File: src/rtl/fifo_wr_arb.sv
// fifo_wr_arb
// Round-robin arbiter that lets N requesters share the write side of one FIFO.
// One requester at a time owns the FIFO tail. An owner keeps the grant for up
// to BURST pushes, or until it drops valid. Every new grant costs one idle
// cycle for arbitration.
//
// Optional feature: define FIFO_WR_ARB_BURST_EN to enable multi-beat bursts.
// When it is undefined, every grant lasts exactly one push, no beat counter is
// built, and BURST has no effect.
//
// Ports:
//   clk          single clock
//   rst          asynchronous active-high reset
//   req_valid    [N]   requester i has an item
//   req_data     [N]   item offered by requester i (unpacked array)
//   req_ready    [N]   requester i's item is taken this cycle (valid & ready)
//   tail               data to the shared FIFO
//   push               FIFO write strobe
//   full               FIFO full
//   wr_rst_busy        FIFO write-side reset in progress
//   grant        [N]   one-hot current owner, zero when nobody owns
//   grant_idx          binary index of the owner, zero when nobody owns
module fifo_wr_arb #(
  parameter type DATA_ITEM_TYPE = logic,
  parameter int  N              = 4,
  parameter int  BURST          = 4,
  localparam int IDX_W          = $clog2(N)
) (
  input  logic                 clk,
  input  logic                 rst,
  input  logic [N-1:0]         req_valid,
  input  DATA_ITEM_TYPE        req_data [N],
  output logic [N-1:0]         req_ready,
  output DATA_ITEM_TYPE        tail,
  output logic                 push,
  input  logic                 full,
  input  logic                 wr_rst_busy,
  output logic [N-1:0]         grant,
  output logic [IDX_W-1:0]     grant_idx
);

  localparam logic [1:0] ST_WAIT = 2'd0;
  localparam logic [1:0] ST_IDLE = 2'd1;
  localparam logic [1:0] ST_OWN  = 2'd2;

  logic [1:0]       state_q, state_d;
  logic [IDX_W-1:0] owner_q, owner_d;
  logic [IDX_W-1:0] last_q, last_d;

  logic             win_found;
  logic [IDX_W-1:0] win_idx;
  logic [IDX_W-1:0] cand;
  logic             owner_valid;

`ifdef FIFO_WR_ARB_BURST_EN
  localparam int CNT_W = (BURST > 1) ? $clog2(BURST) : 1;
  logic [CNT_W-1:0] beat_cnt_q, beat_cnt_d;
`endif

  assign owner_valid = req_valid[owner_q];

  // Round-robin search: first set valid bit starting just above the last
  // winner, wrapping modulo N.
  always_comb begin
    win_found = 1'b0;
    win_idx   = '0;
    cand      = '0;
    for (int k = 1; k <= N; k++) begin
      cand = IDX_W'((int'(last_q) + k) % N);
      if (!win_found && req_valid[cand]) begin
        win_found = 1'b1;
        win_idx   = cand;
      end
    end
  end

  // Output side: only the owner sees ready, and the push is combinational so
  // a full or resetting FIFO blocks the beat in the same cycle.
  always_comb begin
    req_ready = '0;
    push      = 1'b0;
    tail      = req_data[0];
    grant     = '0;
    grant_idx = '0;
    if (state_q == ST_OWN) begin
      req_ready[owner_q] = ~full & ~wr_rst_busy;
      push               = owner_valid & ~full & ~wr_rst_busy;
      tail               = req_data[owner_q];
      grant[owner_q]     = 1'b1;
      grant_idx          = owner_q;
    end
  end

  // Next-state logic. A FIFO write-side reset always wins and throws away
  // the current burst, but the round-robin pointer survives it.
  always_comb begin
    state_d = state_q;
    owner_d = owner_q;
    last_d  = last_q;
`ifdef FIFO_WR_ARB_BURST_EN
    beat_cnt_d = beat_cnt_q;
`endif
    case (state_q)
      ST_WAIT: begin
        if (!wr_rst_busy) state_d = ST_IDLE;
      end
      ST_IDLE: begin
        if (wr_rst_busy) begin
          state_d = ST_WAIT;
        end else if (win_found) begin
          state_d = ST_OWN;
          owner_d = win_idx;
          last_d  = win_idx;
`ifdef FIFO_WR_ARB_BURST_EN
          beat_cnt_d = '0;
`endif
        end
      end
      ST_OWN: begin
        if (wr_rst_busy) begin
          state_d = ST_WAIT;
        end else if (!owner_valid) begin
          state_d = ST_IDLE;
        end else if (push) begin
`ifdef FIFO_WR_ARB_BURST_EN
          beat_cnt_d = beat_cnt_q + 1'b1;
          if (beat_cnt_q == CNT_W'(BURST - 1)) state_d = ST_IDLE;
`else
          state_d = ST_IDLE;
`endif
        end
      end
      default: state_d = ST_WAIT;
    endcase
  end

  // State registers. last resets to N-1 so requester 0 is searched first.
  always_ff @(posedge clk or posedge rst) begin
    if (rst) begin
      state_q <= ST_WAIT;
      owner_q <= '0;
      last_q  <= IDX_W'(N - 1);
`ifdef FIFO_WR_ARB_BURST_EN
      beat_cnt_q <= '0;
`endif
    end else begin
      state_q <= state_d;
      owner_q <= owner_d;
      last_q  <= last_d;
`ifdef FIFO_WR_ARB_BURST_EN
      beat_cnt_q <= beat_cnt_d;
`endif
    end
  end

endmodule

File: config.mk
export PLATFORM = sky130hd
export DESIGN_NAME = fifo_wr_arb
export DESIGN_NICKNAME = d
export VERILOG_FILES = /design/src/rtl/fifo_wr_arb.sv
export SDC_FILE = /design/constraint.sdc
export NUM_CORES = 1
export LEC_CHECK = 0
export ABC_AREA = 1
export CELL_PAD_IN_SITES_DETAIL_PLACEMENT = 1
export CELL_PAD_IN_SITES_GLOBAL_PLACEMENT = 2
export CORE_UTILIZATION = 23
export DETAILED_ROUTE_END_ITERATION = 10
export PLACE_DENSITY_LB_ADDON = 0.1
export SLEW_MARGIN = 20
export SYNTH_ARGS = -nofsm -noshare
export SYNTH_HDL_FRONTEND = slang
export SYNTH_SLANG_ARGS = --single-unit
export TNS_END_PERCENT = 10
File: constraint.sdc
create_clock -name clk -period 1.74 [get_ports clk]
set_input_delay 0.261 -clock clk [delete_from_list [all_inputs] [get_ports clk]]
set_output_delay 0.261 -clock clk [all_outputs]
set_load 0.01 [all_outputs]
; ---- After elaboration in Yosys (flattened, before gate mapping)
; Cells that the tools add are included.
[word_totals]
ff_bits = 6
in_bits = 12
out_inout_bits = 12
word_cells = 71
[op_classes]
addsub = 4
magnitude_cmp = 7
n_eq_ne = 5
mux = 35
bitwise_logic = 7
reduce_logical = 10
[ops]
columns = op, count
row1 = 2-bit two-way mux, 11
row2 = 2-bit by 3-bit < comparator with 1-bit output (second input constant), 5
row3 = 1-bit two-way mux, 14
row4 = 1-bit binary-select mux with 2-bit select, 6
row5 = 4-bit two-way mux, 2
row6 = 2-bit case mux with 3 select lines, 1
row7 = 3-bit AND reduction, 2
row8 = 2-bit by 1-bit adder with 2-bit output (second input constant), 2
row9 = 2-bit adder (second input constant), 2
row10 = 4-bit bitwise AND, 1
row11 = 1-bit logical AND, 4
row12 = 4-bit != test (second input constant), 1
row13 = 1-bit bitwise AND, 3
row14 = 3-bit greater-or-equal comparator (second input constant), 1
row15 = 1-bit logical NOT, 3
row16 = 3-bit != test (second input constant), 1
row17 = 2-bit NOT with 3-bit output, 1
row18 = 1-bit demux with 2-bit select, 1
row19 = 2-bit by 1-bit == test with 1-bit output (second input constant), 1
row20 = 2-bit == test (second input constant), 1
row21 = 2-bit by 1-bit greater-or-equal comparator with 1-bit output (second input constant), 1
row22 = 2-bit logical NOT, 1
row23 = 2-bit != test (second input constant), 1
row24 = 1-bit NOT, 2

; ---- Depth between registers and ports, before layout
; Gate-level depths: netlist of run 1.
[depth]
depth_word = 16
depth_mapped = 12

; ---- Worst setup path after synthesis of run 1
; OpenSTA, ideal clock, no wires.
[synth_timing]
kind = register to register
start = reg last_q[1]
end = reg owner_q[1]
setup_time_ns = 0.117
arrival_ns = 1.345
path_slack_ns = 0.279
stages_incl_launch_ff = 13
n_path_buf = 1
cell_sequence = dfstp_2 -> buf_6 -> inv_4 -> nand2_1 -> nand2_2 -> nand2_2 -> nand2_4 -> nor2_8 -> nand3_2 -> nand2_4 -> inv_4 -> nand2_2 -> nand2_1
[synth_between]
elab_chain_len = 14
elab_cells_between_ends = 27
classes_between = 4 x add/sub / 16 x mux / 7 x reduce/logical
[synth_lines]
columns = item, line
row1 = from (decl), 48  ; logic [IDX_W-1:0] last_q, last_d;
row2 = from (signal assigned), 142  ; last_q <= IDX_W'(N - 1);
row3 = from (signal assigned), 149  ; last_q <= last_d;
row4 = 2-bit by 1-bit adder with 2-bit output, 69  ; cand = IDX_W'((int'(last_q) + k) % N);
row5 = 1-bit binary-select mux with 2-bit select, 70  ; if (!win_found && req_valid[cand]) begin
row6 = 1-bit two-way mux (not written as such), 70
row7 = 1-bit two-way mux, 70
row8 = 1-bit logical NOT, 70
row9 = 1-bit logical AND, 70
row10 = 1-bit two-way mux, 70
row11 = 1-bit logical NOT, 70
row12 = 1-bit logical AND, 70
row13 = 1-bit two-way mux, 70
row14 = 1-bit logical NOT, 70
row15 = 1-bit logical AND, 70
row16 = 1-bit two-way mux, 70
row17 = 3-bit AND reduction (no source line), --
row18 = to (signal assigned), 148  ; owner_q <= owner_d;
row19 = to (decl), 47  ; logic [IDX_W-1:0] owner_q, owner_d;
; Parallel ways exist; a longest one is shown, timed or not. The select of a mux whose other input is x is not followed.
; A chain may end at the register's enable or synchronous reset.

; ---- Worst setup path in the final report of run 1
[layout_timing]
start = reg owner_q[0]
end = out push
[layout_between]
elab_chain_len = 5
[layout_lines]
columns = item, line
row1 = 1-bit binary-select mux with 2-bit select, 60  ; assign owner_valid = req_valid[owner_q];
row2 = 1-bit two-way mux (not written as such), 60
row3 = 1-bit bitwise AND (2 in a row), 87  ; push = owner_valid & ~full & ~wr_rst_busy;
row4 = 1-bit two-way mux, 85  ; if (state_q == ST_OWN) begin
row5 = to (decl), 35  ; output logic push,
; No other way between the ends. The select of a mux whose other input is x is not followed.

==> metrics.txt, run 1 <==
leading area contributor after synthesis nand2_1; Synth Area in Compound Gates 0.0968; Cells after Synth 121; register area share after synthesis 0.204; dpl cell area 0.00117 mm^2; startpoint types flip-flop; CTS tree built; # setup viols final 0; Netlist Area Pre-Place 749 um^2; Slew @ Worst Pin 255 ps; Root Driver clkbuf_4; final WL 2270 um; Power Dens Cells 1380 mW/mm^2; top_reg_cell synth dfrtp_1; #FFs+latches synth 6; Final min period 1680 ps; Post-synth EDFFs 0; via count 900; FP Rows 20; Reg clk slew, reported paths 50 ps; VDD IR max 0.629 mV; Final Net Count 179; P_leak 0.612 nW; antenna viol nets, final 0; fin util 0.380; IO Count 24; Synthesized Nets 133; WL per Instance 10.8 um; vias in the first global route 923; CP Class reg2out; Worst Hold Slack 223 ps; placed wire-length estimate 1930 um; Die Wd 59.1 um; adder and majority gate portion of the synthesized area 0; IO buf count 23; gpl congestion 0.764; RSZ-0062 raised after global routing yes; initial drt markers 25; Layout Cell Area excl Fill 0.00117 mm^2; largest net degree at the start of global routing 11; top cells by area, synth nand2_1 18%, dfrtp_1 13%, nand2_2 9.2%; YS warnings 0; Tcrit/Tclk final 0.967; largest family of logic cells by synthesized area simple AND/OR/NAND/NOR gates; first-pass GRT wire length 3920 um; CTS Buffer Depth 2; status finished clean; Cell variety after synth 24; number of max-cap violations 0; Req. time, crit path 1480 ps; Die Y 59.1 um; Slew Viols, Final 0; total power 1.61 mW; Synth async-reset ratio 1.00; Synth top area share 0.180; Post-synth top cells 36 x nand2_1, 14 x inv_1, 12 x nor2_1; clock sink count 6; vias per std cell 4.29; area grow syn2layout 55.9%; Clock Skews 6.21 ps; worst-skew pair later-pin latency 250 ps; initial antenna violation count 0; mux cell area share after synthesis 0; Ant. Diodes 0; Die ar. 0.00349 mm^2; total CTS buffers 3; count leader, synth nand2_1; crit end category output pin; layout cells sized above 1 0.355; gr usage total 0.144; final hold violation count 0; hold_buf cts 0; syn avg cell area 6.19 um^2; H-tree levels 1; Core Area 0.00308 mm^2; Post-Synth Simple-Gate Area 0.558; DRT Pass-1 Iters 3; initial core utilization 0.243; Max FO, Critical Path 4; Synth Area in XOR/XNOR 0; Slew HR 0.830; Peak Freq 0.594 GHz; Remaining DRCs 0; Overflow after GRT 0; Arrival @ worst endpoint 1420 ps; Tightest Hold Check Type in2async
## logic make-up after synthesis
kind of cell / after synthesis
simple gates: 82
buf+inv: 21
compound gates: 12
flops: 6
## where the power goes
group          switching (mW)  internal (mW)
Sequential             0.0933          0.209
Combinational           0.687          0.473
Clock                  0.0593         0.0874
## cell type report
cell class / instances / area [um^2]
fillers: 402 / 1910
multi-input cells: 94 / 497
well taps: 44 / 55.1
inverters: 18 / 80.1
flip-flops and latches: 6 / 153
clock buffers: 4 / 26.3
repair buffers: 44 / 358
## registers in the layout, summed over array words and instances (netlist names)
name and flops:
last_q 2, state_q 2, owner_q 2
## cell usage in the layout, fill, tap and decap left out, drive strengths merged
| cell type | count |
|---|---|
| a21boi | 1 |
| a21oi | 2 |
| a22o | 1 |
| buf | 21 |
| clkbuf | 9 |
| clkdlybuf4s15 | 2 |
| clkdlybuf4s50 | 11 |
| dfrtp | 4 |
| dfstp | 2 |
| dlygate4sd2 | 5 |
| inv | 18 |
| nand2 | 51 |
| nand3 | 10 |
| nand4 | 3 |
| nor2 | 13 |
| nor3 | 5 |
| o21ai | 6 |
| o22ai | 2 |
## stage by stage
stage               worst slack, ps  TNS, ps  cells
finish                         57.7        0    210
global route                  -67.8     -122    210
CTS                            13.9        0    210
detailed placement             -311    -1350    206
global placement               -309    -1220    206
floorplan                       279        0    121
## critical path: stages, from the launching register on
cell,delay (ps)
dfrtp_1,410
inv_2,80
nand2_1,70
o22ai_1,160
o21ai_1,110
nor2_1,100
clkdlybuf4s15_2,230
## timing repair
item	4_1_cts	5_1_grt
endpoints found under the setup margin	12	13
cloned	0	0
setup buffers	0	0
resized for setup	18	13
## final timing paths
| kind | from | endpoint | slack (ps) | cells past startpoint |
|---|---|---|---|---|
| setup / recovery | owner_q[0]$_DFFE_PP0P_ | push | 60 | 6 |
| hold / removal | rst | state_q[0]$_DFFE_PP0P_ | 220 | 2 |
| setup reg to reg | last_q[0]$_DFFE_PP1P_ | owner_q[1]$_DFFE_PP0P_ | 80 | 9 |
| hold reg to reg | last_q[1]$_DFFE_PP1P_ | last_q[1]$_DFFE_PP1P_ | 520 | 2 |
| max in group asynchronous | rst | last_q[1]$_DFFE_PP1P_ | 1250 | 2 |
| min in group clk | last_q[1]$_DFFE_PP1P_ | last_q[1]$_DFFE_PP1P_ | 520 | 2 |
## routing by layer
layer	vias up	global-route usage	wire length, um
li1	472	-	-
met5	-	0	0
met4	0	0.0442	10
met3	2	0.0131	60
met2	15	0.237	1060
met1	411	0.198	1130
No activity file was read; power rests on OpenSTA's default activity.
==> run 2, diff against run 1 <==
--- a/config.mk
+++ b/config.mk
@@ -8,8 +8,9 @@
 export ABC_AREA = 1
 export CELL_PAD_IN_SITES_DETAIL_PLACEMENT = 1
 export CELL_PAD_IN_SITES_GLOBAL_PLACEMENT = 2
-export CORE_UTILIZATION = 23
+export CORE_UTILIZATION = 20
 export DETAILED_ROUTE_END_ITERATION = 10
+export GPL_TIMING_DRIVEN = 0
 export PLACE_DENSITY_LB_ADDON = 0.1
 export SLEW_MARGIN = 20
 export SYNTH_ARGS = -nofsm -noshare
==> constraint.sdc (replaced) <==
create_clock -name clk -period 1.4 [get_ports clk]
set_input_delay 0.21 -clock clk [delete_from_list [all_inputs] [get_ports clk]]
set_output_delay 0.21 -clock clk [all_outputs]
set_load 0.01 [all_outputs]
==> run 2 against run 1 <==
  * The flow now finishes with violations (negative setup slack)
  * Wire length up 1.6%
  * Worst setup slack worse by 250 ps
  * Clock power up 82%
  * Critical path depth up 4
  * Total power up 39%
  * Sequential cell count unchanged
  * Non-clock buffer count down 13
  * Global-route usage down 2.8 points
  * Sequential power up 16%
  * Critical path type is now reg2reg
  * Highest routed layer is now met3
==> metrics.txt, run 2 (synthesized netlist as in run 1, its figures left out) <==
number of max-cap violations 0 (unchanged); Overflow after GRT 0 (unchanged); total CTS buffers 3 (unchanged); Slew HR 0.723 (was 0.830); final hold violation count 0 (unchanged); CP max stage cell dfstp_2 (was dfrtp_1); WL per Instance 11.6 um (was 10.8 um); Tcrit/Tclk final 1.14; antenna viol nets, final 0 (unchanged); Remaining DRCs 0 (unchanged); Peak Freq 0.627 GHz; vias in the first global route 826 (was 923); initial core utilization 0.216 (was 0.243); crit end category flip-flop (was output pin); placed wire-length estimate 1820 um (was 1930 um); gpl congestion 0.706 (was 0.764); final WL 2300 um (was 2270 um); fin util 0.339 (was 0.380); Die Y 63.2 um (was 59.1 um); FP Rows 21 (was 20); setup tns final -1160 ps (was 0 ps); Die ar. 0.00400 mm^2 (was 0.00349 mm^2); startpoint types flip-flop (unchanged); Ant. Diodes 0 (unchanged); failing checks negative setup slack; area grow syn2layout 56.9% (was 55.9%); # setup viols final 12 (was 0); P_leak 0.576 nW (was 0.612 nW); Final min period 1590 ps; Root Driver clkbuf_8 (was clkbuf_4); gr usage total 0.116 (was 0.144); IO buf count 23 (unchanged); Layout Cell Area excl Fill 0.00118 mm^2 (was 0.00117 mm^2); largest net degree at the start of global routing 11 (unchanged); via count 865 (was 900); Die Wd 63.2 um (was 59.1 um); vias per std cell 4.35 (was 4.29); Slew Viols, Final 0 (unchanged); initial antenna violation count 0 (unchanged); crit-path cells buf_6 > inv_4 > nand2_1 > nand2_2 > o21ai_2 > nand3_2 > nand2_4 > inv_4 > nand2_2 > nand2_1 (was inv_2 > nand2_1 > o22ai_1 > o21ai_1 > nor2_1 > clkdlybuf4s15_2); commonest non-fill, non-tap cell in the layout nand2_1 (unchanged); RSZ-0062 raised after global routing yes (unchanged); dpl cell area 0.00104 mm^2 (was 0.00117 mm^2); hold_buf cts 0 (unchanged); crit-path leading delay family flip-flops (unchanged); Reg clk slew, reported paths 40 ps (was 50 ps); Max FO, Critical Path 9 (was 4); first-pass GRT wire length 3660 um (was 3920 um); CTS Buffer Depth 2 (unchanged); Regs by FF count last_q x2, owner_q x2, state_q x2 (unchanged); most frequent cells in the layout 32 x nand2_1, 13 x nand2_2, 12 x buf_2, 11 x inv_1, 10 x clkdlybuf4s50_1 (was 36 x nand2_1, 21 x buf_4, 12 x inv_1); CP max stage delay 510 ps (was 410 ps); Arrival @ worst endpoint 1700 ps (was 1420 ps); buffer and inverter count on the worst path 3 (was 2); DRT Pass-1 Iters 4 (was 3); CP Class reg2reg (was reg2out); clock sink count 6 (unchanged); H-tree levels 1 (unchanged); IO Count 24 (unchanged); Req. time, crit path 1500 ps (was 1480 ps); status finished, violations left (was finished clean); worst-skew pair later-pin latency 220 ps (was 250 ps); Power Dens Cells 1900 mW/mm^2 (was 1380 mW/mm^2); initial drt markers 31 (was 25); VDD IR max 0.911 mV (was 0.629 mV); Tightest Hold Check Type in2async (unchanged); layout cells sized above 1 0.464 (was 0.355); Slew @ Worst Pin 413 ps (was 255 ps); Clock Skews 6.73 ps (was 6.21 ps); Setup WS post-layout -194 ps (was 57.7 ps); Final Net Count 166 (was 179); CTS tree built (unchanged); Core Area 0.00347 mm^2 (was 0.00308 mm^2)
[run 2: cell types whose count changed in the layout (fill, tap and decap cells not counted), sizes merged]
cell	delta
clkbuf	-5
clkdlybuf4s15	-2
clkdlybuf4s50	-1
dlygate4sd2	-4
buf	-1
[run 2: per-layer routing]
metal	wire length [um]	track usage	vias up
met2	1110	0.200	13
li1	-	-	450
met5	0	0	-
met3	53	0.0199	0
met1	1140	0.150	402
met4	0	0.0256	0
[run 2: final timing paths]
kind	startpoint	endpoint	slack [ps]	depth (start not counted)
worst min-delay path	rst	owner_q[0]$_DFFE_PP0P_	200	2
worst max register to register	last_q[1]$_DFFE_PP1P_	owner_q[1]$_DFFE_PP0P_	-190	10
worst max-delay path	last_q[1]$_DFFE_PP1P_	owner_q[1]$_DFFE_PP0P_	-190	10
max in group asynchronous	rst	last_q[1]$_DFFE_PP1P_	940	2
worst min register to register	last_q[1]$_DFFE_PP1P_	last_q[1]$_DFFE_PP1P_	610	3
min in group clk	last_q[1]$_DFFE_PP1P_	last_q[1]$_DFFE_PP1P_	610	3
[run 2: layout make-up]
type                            instances  area [um^2]
Clock buffer                            4         45.0
Fill cell                             457         2290
Sequential cell                         6          155
Inverter                               18         85.1
Tap cell                               46         57.6
Timing Repair Buffer                   28          218
Multi-Input combinational cell         94          574
Buffer                                  3         41.3
[run 2: metrics by stage]
step | total power [mW] | hold WS, ps | std cells | setup slack, ps
2_1_floorplan | 1.37 | -0.493 | 121 | -61.3
3_3_place_gp | 1.68 | 439 | 190 | -689
3_5_place_dp | 1.68 | 441 | 190 | -677
4_1_cts | 2.21 | 201 | 199 | -209
5_1_grt | 2.43 | 207 | 199 | -293
6_report | 2.23 | 198 | 199 | -194
[run 2: what timing repair did]
item	CTS	global route
setup endpoints to repair	18	18
resized for setup	77	10
setup buffers	5	0
pin swaps	4	1
[run 2: power breakdown]
group / internal [mW] / switching [mW] / total, mW
clock network: 0.196 / 0.0721 / 0.268
logic: 0.632 / 0.980 / 1.61
registers: 0.263 / 0.0892 / 0.352
total: 1.09 / 1.14 / 2.23
